[config.mk]
export PLATFORM = sky130hd
export DESIGN_NAME = id_ex_stage_reg_flat
export DESIGN_NICKNAME = d
export VERILOG_FILES = /design/src/rtl/id_ex_stage_reg_if.sv /design/src/rtl/id_ex_stage_reg.sv /design/src/flat_wrapper.sv
export SDC_FILE = /design/constraint.sdc
export NUM_CORES = 1
export LEC_CHECK = 0
export CAP_MARGIN = 10
export CELL_PAD_IN_SITES_DETAIL_PLACEMENT = 1
export CELL_PAD_IN_SITES_GLOBAL_PLACEMENT = 1
export CORE_AREA = 3 3 207 209
export CTS_BUF_LIST = sky130_fd_sc_hd__clkbuf_16
export CTS_CLUSTER_DIAMETER = 100
export DETAILED_ROUTE_END_ITERATION = 12
export DIE_AREA = 0 0 210 212
export PLACE_DENSITY_LB_ADDON = 0.1
export REMOVE_ABC_BUFFERS = 1
export SYNTH_ARGS = -nofsm -noshare
export SYNTH_HDL_FRONTEND = slang
export SYNTH_SLANG_ARGS = --single-unit
[constraint.sdc]
create_clock -name clk -period 2.22 [get_ports clk]
set_input_delay 0.444 -clock clk [delete_from_list [all_inputs] [get_ports clk]]
set_output_delay 0.444 -clock clk [all_outputs]
set_load 0.01 [all_outputs]
[src/rtl/id_ex_stage_reg_if.sv]
// Decode-to-EX bundle for the ID/EX pipeline register: decode fields and writeback
// bypass in, registered EX fields, stall request and counters out.
interface id_ex_stage_reg_if #(
    parameter int unsigned DATA_W = 64,
    parameter int unsigned REG_W  = 5,
    parameter int unsigned CNT_W  = 16
);
    // Decode side
    logic              id_valid;
    logic [DATA_W-1:0] id_rd1;
    logic [DATA_W-1:0] id_rd2;
    logic [DATA_W-1:0] id_imm;
    logic [REG_W-1:0]  id_rn;
    logic [REG_W-1:0]  id_rm;
    logic [REG_W-1:0]  id_rd;
    logic              id_uses_rm;
    logic [8:0]        id_ctrl;

    // Writeback bypass
    logic              wb_regWrite;
    logic [REG_W-1:0]  wb_rd;
    logic [DATA_W-1:0] wb_data;

    // Pipeline control
    logic              flush;
    logic              ex_hold;
    logic              stall;

    // EX side
    logic              ex_valid;
    logic [DATA_W-1:0] ex_aluA;
    logic [DATA_W-1:0] ex_aluB;
    logic [DATA_W-1:0] ex_imm;
    logic [REG_W-1:0]  ex_rn;
    logic [REG_W-1:0]  ex_rm;
    logic [REG_W-1:0]  ex_rd;
    logic [8:0]        ex_ctrl;

    // Performance counters
    logic [CNT_W-1:0]  stall_cnt;
    logic [CNT_W-1:0]  flush_cnt;

    modport master (
        output id_valid, id_rd1, id_rd2, id_imm, id_rn, id_rm, id_rd, id_uses_rm, id_ctrl,
        output wb_regWrite, wb_rd, wb_data, flush, ex_hold,
        input  stall, ex_valid, ex_aluA, ex_aluB, ex_imm, ex_rn, ex_rm, ex_rd, ex_ctrl,
        input  stall_cnt, flush_cnt
    );

    modport slave (
        input  id_valid, id_rd1, id_rd2, id_imm, id_rn, id_rm, id_rd, id_uses_rm, id_ctrl,
        input  wb_regWrite, wb_rd, wb_data, flush, ex_hold,
        output stall, ex_valid, ex_aluA, ex_aluB, ex_imm, ex_rn, ex_rm, ex_rd, ex_ctrl,
        output stall_cnt, flush_cnt
    );
endinterface

[src/rtl/id_ex_stage_reg.sv]
// ID/EX pipeline register: load-use hazard detection, WB->ID operand bypass,
// flush/hold handling and saturating stall/flush counters.
module id_ex_stage_reg #(
    parameter int unsigned DATA_W   = 64,
    parameter int unsigned REG_W    = 5,
    parameter int unsigned ZERO_REG = 31,
    parameter int unsigned CNT_W    = 16
) (
    input logic              clk,
    input logic              reset_n,
    id_ex_stage_reg_if.slave bus
);
    localparam logic [REG_W-1:0] ZeroReg     = REG_W'(ZERO_REG);
    localparam int unsigned      MemReadBit  = 3;
    localparam int unsigned      RegWriteBit = 1;

    typedef struct packed {
        logic              valid;
        logic [8:0]        ctrl;
        logic [DATA_W-1:0] aluA;
        logic [DATA_W-1:0] aluB;
        logic [DATA_W-1:0] imm;
        logic [REG_W-1:0]  rn;
        logic [REG_W-1:0]  rm;
        logic [REG_W-1:0]  rd;
    } ex_t;

    typedef enum logic [1:0] {ActLoad, ActHold, ActStall, ActFlush} act_e;

    function automatic ex_t bubble();
        ex_t b;
        b       = '0;
        b.rn    = ZeroReg;
        b.rm    = ZeroReg;
        b.rd    = ZeroReg;
        return b;
    endfunction

    // XZR reads as zero; otherwise a same-cycle WB write wins over the stale RF read.
    function automatic logic [DATA_W-1:0] operand(
        input logic [REG_W-1:0]  src,
        input logic [DATA_W-1:0] rfData,
        input logic              wbWe,
        input logic [REG_W-1:0]  wbRd,
        input logic [DATA_W-1:0] wbData
    );
        if (src == ZeroReg) begin
            return '0;
        end else if (wbWe && (wbRd == src)) begin
            return wbData;
        end
        return rfData;
    endfunction

    function automatic logic [CNT_W-1:0] satInc(input logic [CNT_W-1:0] c);
        return (c == '1) ? c : c + CNT_W'(1);
    endfunction

    ex_t              ex_q, ex_d, ex_load;
    logic [CNT_W-1:0] stall_cnt_q, stall_cnt_d;
    logic [CNT_W-1:0] flush_cnt_q, flush_cnt_d;
    logic             luh;
    act_e             act;

    always_comb begin
        luh = ex_q.valid && ex_q.ctrl[MemReadBit] && (ex_q.rd != ZeroReg) && bus.id_valid &&
              ((ex_q.rd == bus.id_rn) || (bus.id_uses_rm && (ex_q.rd == bus.id_rm)));
    end

    always_comb begin
        act = ActLoad;
        if (bus.flush) begin
            act = ActFlush;
        end else if (bus.ex_hold) begin
            act = ActHold;
        end else if (luh) begin
            act = ActStall;
        end
    end

    always_comb begin
        ex_load       = bubble();
        ex_load.valid = bus.id_valid;
        ex_load.ctrl  = bus.id_valid ? bus.id_ctrl : 9'd0;
        ex_load.aluA  = operand(bus.id_rn, bus.id_rd1, bus.wb_regWrite, bus.wb_rd, bus.wb_data);
        ex_load.aluB  = operand(bus.id_rm, bus.id_rd2, bus.wb_regWrite, bus.wb_rd, bus.wb_data);
        ex_load.imm   = bus.id_imm;
        ex_load.rn    = bus.id_rn;
        ex_load.rm    = bus.id_rm;
        // Non-writing instructions carry XZR so forwarding never matches them.
        ex_load.rd    = ex_load.ctrl[RegWriteBit] ? bus.id_rd : ZeroReg;
    end

    always_comb begin
        ex_d        = ex_q;
        stall_cnt_d = stall_cnt_q;
        flush_cnt_d = flush_cnt_q;
        unique case (act)
            ActFlush: begin
                ex_d = bubble();
                if (bus.id_valid) begin
                    flush_cnt_d = satInc(flush_cnt_q);
                end
            end
            ActHold: begin
                ex_d = ex_q;
            end
            ActStall: begin
                ex_d        = bubble();
                stall_cnt_d = satInc(stall_cnt_q);
            end
            ActLoad: begin
                ex_d = ex_load;
            end
        endcase
    end

    always_ff @(posedge clk or negedge reset_n) begin
        if (!reset_n) begin
            ex_q        <= bubble();
            stall_cnt_q <= '0;
            flush_cnt_q <= '0;
        end else begin
            ex_q        <= ex_d;
            stall_cnt_q <= stall_cnt_d;
            flush_cnt_q <= flush_cnt_d;
        end
    end

    // Gated by reset so an in-flight stall drops the instant reset asserts.
    assign bus.stall     = reset_n & (bus.ex_hold | (luh & ~bus.flush));

    assign bus.ex_valid  = ex_q.valid;
    assign bus.ex_ctrl   = ex_q.ctrl;
    assign bus.ex_aluA   = ex_q.aluA;
    assign bus.ex_aluB   = ex_q.aluB;
    assign bus.ex_imm    = ex_q.imm;
    assign bus.ex_rn     = ex_q.rn;
    assign bus.ex_rm     = ex_q.rm;
    assign bus.ex_rd     = ex_q.rd;
    assign bus.stall_cnt = stall_cnt_q;
    assign bus.flush_cnt = flush_cnt_q;
endmodule

[src/flat_wrapper.sv]
// flat-port wrapper written by rule: the top's interface ports become plain ports
module id_ex_stage_reg_flat 
#(
    parameter int unsigned DATA_W   = 64,
    parameter int unsigned REG_W    = 5,
    parameter int unsigned ZERO_REG = 31,
    parameter int unsigned CNT_W    = 16
)
  (clk, reset_n, bus_id_valid, bus_id_rd1, bus_id_rd2, bus_id_imm, bus_id_rn, bus_id_rm, bus_id_rd, bus_id_uses_rm, bus_id_ctrl, bus_wb_regWrite, bus_wb_rd, bus_wb_data, bus_flush, bus_ex_hold, bus_stall, bus_ex_valid, bus_ex_aluA, bus_ex_aluB, bus_ex_imm, bus_ex_rn, bus_ex_rm, bus_ex_rd, bus_ex_ctrl, bus_stall_cnt, bus_flush_cnt);
  id_ex_stage_reg_if #(.DATA_W(DATA_W), .REG_W(REG_W), .CNT_W(CNT_W)) bus_i ();
  input logic clk;
  input logic reset_n;
  input wire logic [$bits(bus_i.id_valid)-1:0] bus_id_valid;
  input wire logic [$bits(bus_i.id_rd1)-1:0] bus_id_rd1;
  input wire logic [$bits(bus_i.id_rd2)-1:0] bus_id_rd2;
  input wire logic [$bits(bus_i.id_imm)-1:0] bus_id_imm;
  input wire logic [$bits(bus_i.id_rn)-1:0] bus_id_rn;
  input wire logic [$bits(bus_i.id_rm)-1:0] bus_id_rm;
  input wire logic [$bits(bus_i.id_rd)-1:0] bus_id_rd;
  input wire logic [$bits(bus_i.id_uses_rm)-1:0] bus_id_uses_rm;
  input wire logic [$bits(bus_i.id_ctrl)-1:0] bus_id_ctrl;
  input wire logic [$bits(bus_i.wb_regWrite)-1:0] bus_wb_regWrite;
  input wire logic [$bits(bus_i.wb_rd)-1:0] bus_wb_rd;
  input wire logic [$bits(bus_i.wb_data)-1:0] bus_wb_data;
  input wire logic [$bits(bus_i.flush)-1:0] bus_flush;
  input wire logic [$bits(bus_i.ex_hold)-1:0] bus_ex_hold;
  output wire logic [$bits(bus_i.stall)-1:0] bus_stall;
  output wire logic [$bits(bus_i.ex_valid)-1:0] bus_ex_valid;
  output wire logic [$bits(bus_i.ex_aluA)-1:0] bus_ex_aluA;
  output wire logic [$bits(bus_i.ex_aluB)-1:0] bus_ex_aluB;
  output wire logic [$bits(bus_i.ex_imm)-1:0] bus_ex_imm;
  output wire logic [$bits(bus_i.ex_rn)-1:0] bus_ex_rn;
  output wire logic [$bits(bus_i.ex_rm)-1:0] bus_ex_rm;
  output wire logic [$bits(bus_i.ex_rd)-1:0] bus_ex_rd;
  output wire logic [$bits(bus_i.ex_ctrl)-1:0] bus_ex_ctrl;
  output wire logic [$bits(bus_i.stall_cnt)-1:0] bus_stall_cnt;
  output wire logic [$bits(bus_i.flush_cnt)-1:0] bus_flush_cnt;
  assign bus_i.id_valid = bus_id_valid;
  assign bus_i.id_rd1 = bus_id_rd1;
  assign bus_i.id_rd2 = bus_id_rd2;
  assign bus_i.id_imm = bus_id_imm;
  assign bus_i.id_rn = bus_id_rn;
  assign bus_i.id_rm = bus_id_rm;
  assign bus_i.id_rd = bus_id_rd;
  assign bus_i.id_uses_rm = bus_id_uses_rm;
  assign bus_i.id_ctrl = bus_id_ctrl;
  assign bus_i.wb_regWrite = bus_wb_regWrite;
  assign bus_i.wb_rd = bus_wb_rd;
  assign bus_i.wb_data = bus_wb_data;
  assign bus_i.flush = bus_flush;
  assign bus_i.ex_hold = bus_ex_hold;
  assign bus_stall = bus_i.stall;
  assign bus_ex_valid = bus_i.ex_valid;
  assign bus_ex_aluA = bus_i.ex_aluA;
  assign bus_ex_aluB = bus_i.ex_aluB;
  assign bus_ex_imm = bus_i.ex_imm;
  assign bus_ex_rn = bus_i.ex_rn;
  assign bus_ex_rm = bus_i.ex_rm;
  assign bus_ex_rd = bus_i.ex_rd;
  assign bus_ex_ctrl = bus_i.ex_ctrl;
  assign bus_stall_cnt = bus_i.stall_cnt;
  assign bus_flush_cnt = bus_i.flush_cnt;
  id_ex_stage_reg #(.DATA_W(DATA_W), .REG_W(REG_W), .ZERO_REG(ZERO_REG), .CNT_W(CNT_W)) u_core (.clk(clk), .reset_n(reset_n), .bus(bus_i));
endmodule
==> flow_summary.toml <==
[power]
peakVddDrop_mv = 0.426
leakage_uw = 0.00748
power_density_mw_per_mm2 = 629

[hold_path]
hold_class = "reg -> reg"
hp-start = "u_core.bus.ex_aluB[20]$_DFFE_PN0P_"

[timing]
slew_viol_final = 0
clock.fmax_mhz = 404
fin_skew_ns = 0.00898
setup_slack_ns = -0.258
period_share_pct = 112
rsz0062_at_grt = "yes"
finalHoldViolCount = 0
setup_viol = 1
relSlewSlack_pct = 49.0
worst_pin_slew_ns = 0.765
fin_crit_ns = 2.48

[worst_setup_path]
worstPathCellList = "xnor2_1 > nand3_2 > o22ai_4 > nand2_2 > nor2_2 > o21a_1 > buf_6"
end_kind = "primary output"
max_stage_delay_ns = 0.58
critical_path_buf_inv_count = 1
worstPathRequired_ns = 1.78
cp_top_family = "flip-flops"
cp_max_fo = 3
cp.arrival_ns = 2.03
reg2reg_from = "u_core.bus.ex_rd[2]$_DFFE_PN1P_"
slowest_stage = "dfstp_2"
worstSetupPathType = "reg -> out"
start_kind = "register"
cp-startpoint = "u_core.bus.ex_rd[2]$_DFFE_PN1P_"

[cts]
cts_tree = "built"
cts_root_buf = "clkbuf_16"
clk_latency_ns = 0.57
path_clk_slew_ns = 0.06
cts.sinks = 249
cts_max_level = 1
cts_buffer_depth = 3
postCtsSetupBuffers = 0
cts_made_buffers = 31

[grt]
grt_use_met1_pct = 23.0
grtUsageTotal_pct = 19.9
grt_remaining_overflow = 0
grt.busiest_layer = "met2"
grt_pass1_vias = 10644
met3_usage_pct = 7.66
grt_pass1_wl_mm = 68.1
grt_max_degree = 128
grt.met2_usage_pct = 34.5
antenna_found_initial = 8

[logic_synthesis]
syn_area_mm2 = 0.0109
netlist.area_leader.share_pct = 53.6
yosysTopAreaCell = "dfrtp_1"
ys.flop_type = "dfrtp_1"
synth.distinct_cells = 46
syn_inst = 933
synth_common_cells = "234 x dfrtp_1, 151 x nand2_1, 128 x mux2i_1, 97 x o21ai_1, 65 x a22o_1"
yosysSeqAreaShare_pct = 57.2
yosys_warnings = 0
synth_edf_count = 0
synth_area_leaders = "dfrtp_1 54%, mux2i_1 12%, a22o_1 5.2%"
synth_area_per_cell_um2 = 11.7
ys_seq_elements = 249
async_flop_share_pct = 100
yosysMostFrequentCell = "dfrtp_1"

[die]
ios = 542
fp-row-count = 74
die_y_um = 212
start_util_pct = 26.6
die_w_um = 210
die-area_mm2 = 0.0445
core_area_mm2 = 0.0410

[placed_design]
post-place-ws_ns = -0.558
placement.io_buffers = 541
place_area_mm2 = 0.0175
routabilityCongestion = 0.795
dp_hpwl_mm = 35.3

[status]
failed_checks = "setup timing"
status = "finished, violations left"

[routing]
wl_per_cell_um = 22.1
ant_nets = 0
first_iter_violations = 428
routed_via_density = 4.69
routed_wl_mm = 46.0
remaining_drc_errors = 0
num_vias = 9756
first_pass_iters = 4

[layout]
final_cell_area_mm2 = 0.0185
nets = 1814
area.growth.synth_to_final_pct = 69.2
nFillCells = 4451
drive_gt1_share_pct = 9.74

[run]
drv_cap = 0
[worst min-delay path: cells and delay by family (launching register included)]
kind            cells  cell delay, ns
simple gates        1            0.04
flops               1            0.33
compound gates      1            0.06
[stage by stage]
stage          util [%]  hold slack (ns)  TNS (ns)  std cells  power [uW]
5_1_grt            45.0            0.460    -0.395       2077       12200
2_1_floorplan         -            0.148  -1049.82        871        5690
4_1_cts            44.9            0.448    -0.304       2072       11800
6_report           45.0            0.476    -0.258       2078       11600
3_5_place_dp       42.8            0.279    -54.21       2017        7290
3_3_place_gp       42.8            0.273    -51.82       2017        7270
[layout by cell type, fill, tap and decap left out, types with 6 or more instances in the layout]
cell / instances
a22o_1: 65
clkdlybuf4s50_1: 534
clkbuf_16: 31
xor2_1: 24
o21ai_0: 31
buf_12: 27
o22a_1: 10
nor2_1: 11
diode_2: 6
dfrtp_1: 234
nand3_1: 12
inv_1: 14
a32o_1: 9
clkinv_1: 9
mux2i_1: 128
nand2_1: 150
buf_4: 46
nand4_1: 9
xnor2_1: 23
o21ai_1: 97
dfstp_2: 15
[layout make-up]
cell class	instances	area (um^2)	area share, %
Antenna cell	6	15.0	0.0813
Clock buffer	31	776	4.20
Clock inverter	22	90.1	0.488
Inverter	4	15.0	0.0813
Multi-Input combinational cell	618	4340	23.5
Sequential cell	249	6250	33.8
Tap cell	532	666	3.60
Timing Repair Buffer	616	6320	34.2
[path summary, 6_finish.rpt]
check                                                            end  slack [ns]  cells after the start
worst max-delay path                                       bus_stall       -0.26                      7
worst min-delay path              u_core.bus.ex_aluB[20]$_DFFE_PN0P_        0.48                      2
worst max register to register     u_core.bus.ex_imm[14]$_DFFE_PN0P_        0.10                      7
worst min register to register    u_core.bus.ex_aluB[20]$_DFFE_PN0P_        0.48                      2
max in group asynchronous        u_core.bus.flush_cnt[7]$_DFFE_PN0P_        0.69                      3
min in group asynchronous       u_core.bus.flush_cnt[14]$_DFFE_PN0P_        0.55                      3
[per-layer routing]
layer	vias to the layer above	wire length (um)	part of all wire, %
met2	370	22600	49
met3	67	4380	9.5
met5	-	24	0.052
met1	4817	17800	39
met4	4	1250	2.7
li1	4498	-	-
[flip-flops by register name, summed over array words and instances, names as in the netlist]
signal,flops
u_core.bus.ex_aluA,64
u_core.bus.ex_aluB,64
u_core.bus.ex_imm,64
u_core.bus.flush_cnt,16
u_core.bus.stall_cnt,16
u_core.bus.ex_ctrl,9
u_core.bus.ex_rd,5
u_core.bus.ex_rm,5
u_core.bus.ex_rn,5
u_core.bus.ex_valid,1
[timing repair]
item	in CTS	in global routing
endpoints found under the setup margin	6	2
endpoints found under the hold margin	14	0
gates resized for setup	12	5
hold buffers	2	0
pin swaps	3	5
[cell families after synthesis]
kind of cell / count (synthesis) / share of synthesized area [%]
compound gates: 226 / 14.1
xor+xnor: 50 / 4.01
fa+ha+maj: 2 / 0.229
buf+inv: 66 / 3.62
flops: 249 / 57.2
mux: 129 / 11.8
simple gates: 211 / 8.95
[where the power goes]
| group | leakage [uW] | internal, uW | switching [uW] |
|---|---|---|---|
| Sequential | 0.00328 | 4830 | 190 |
| Combinational | 0.00374 | 1260 | 909 |
| Clock | 0.000462 | 2480 | 1950 |
| Total | 0.00748 | 8570 | 3050 |
Power figures use the tool's default switching activity.
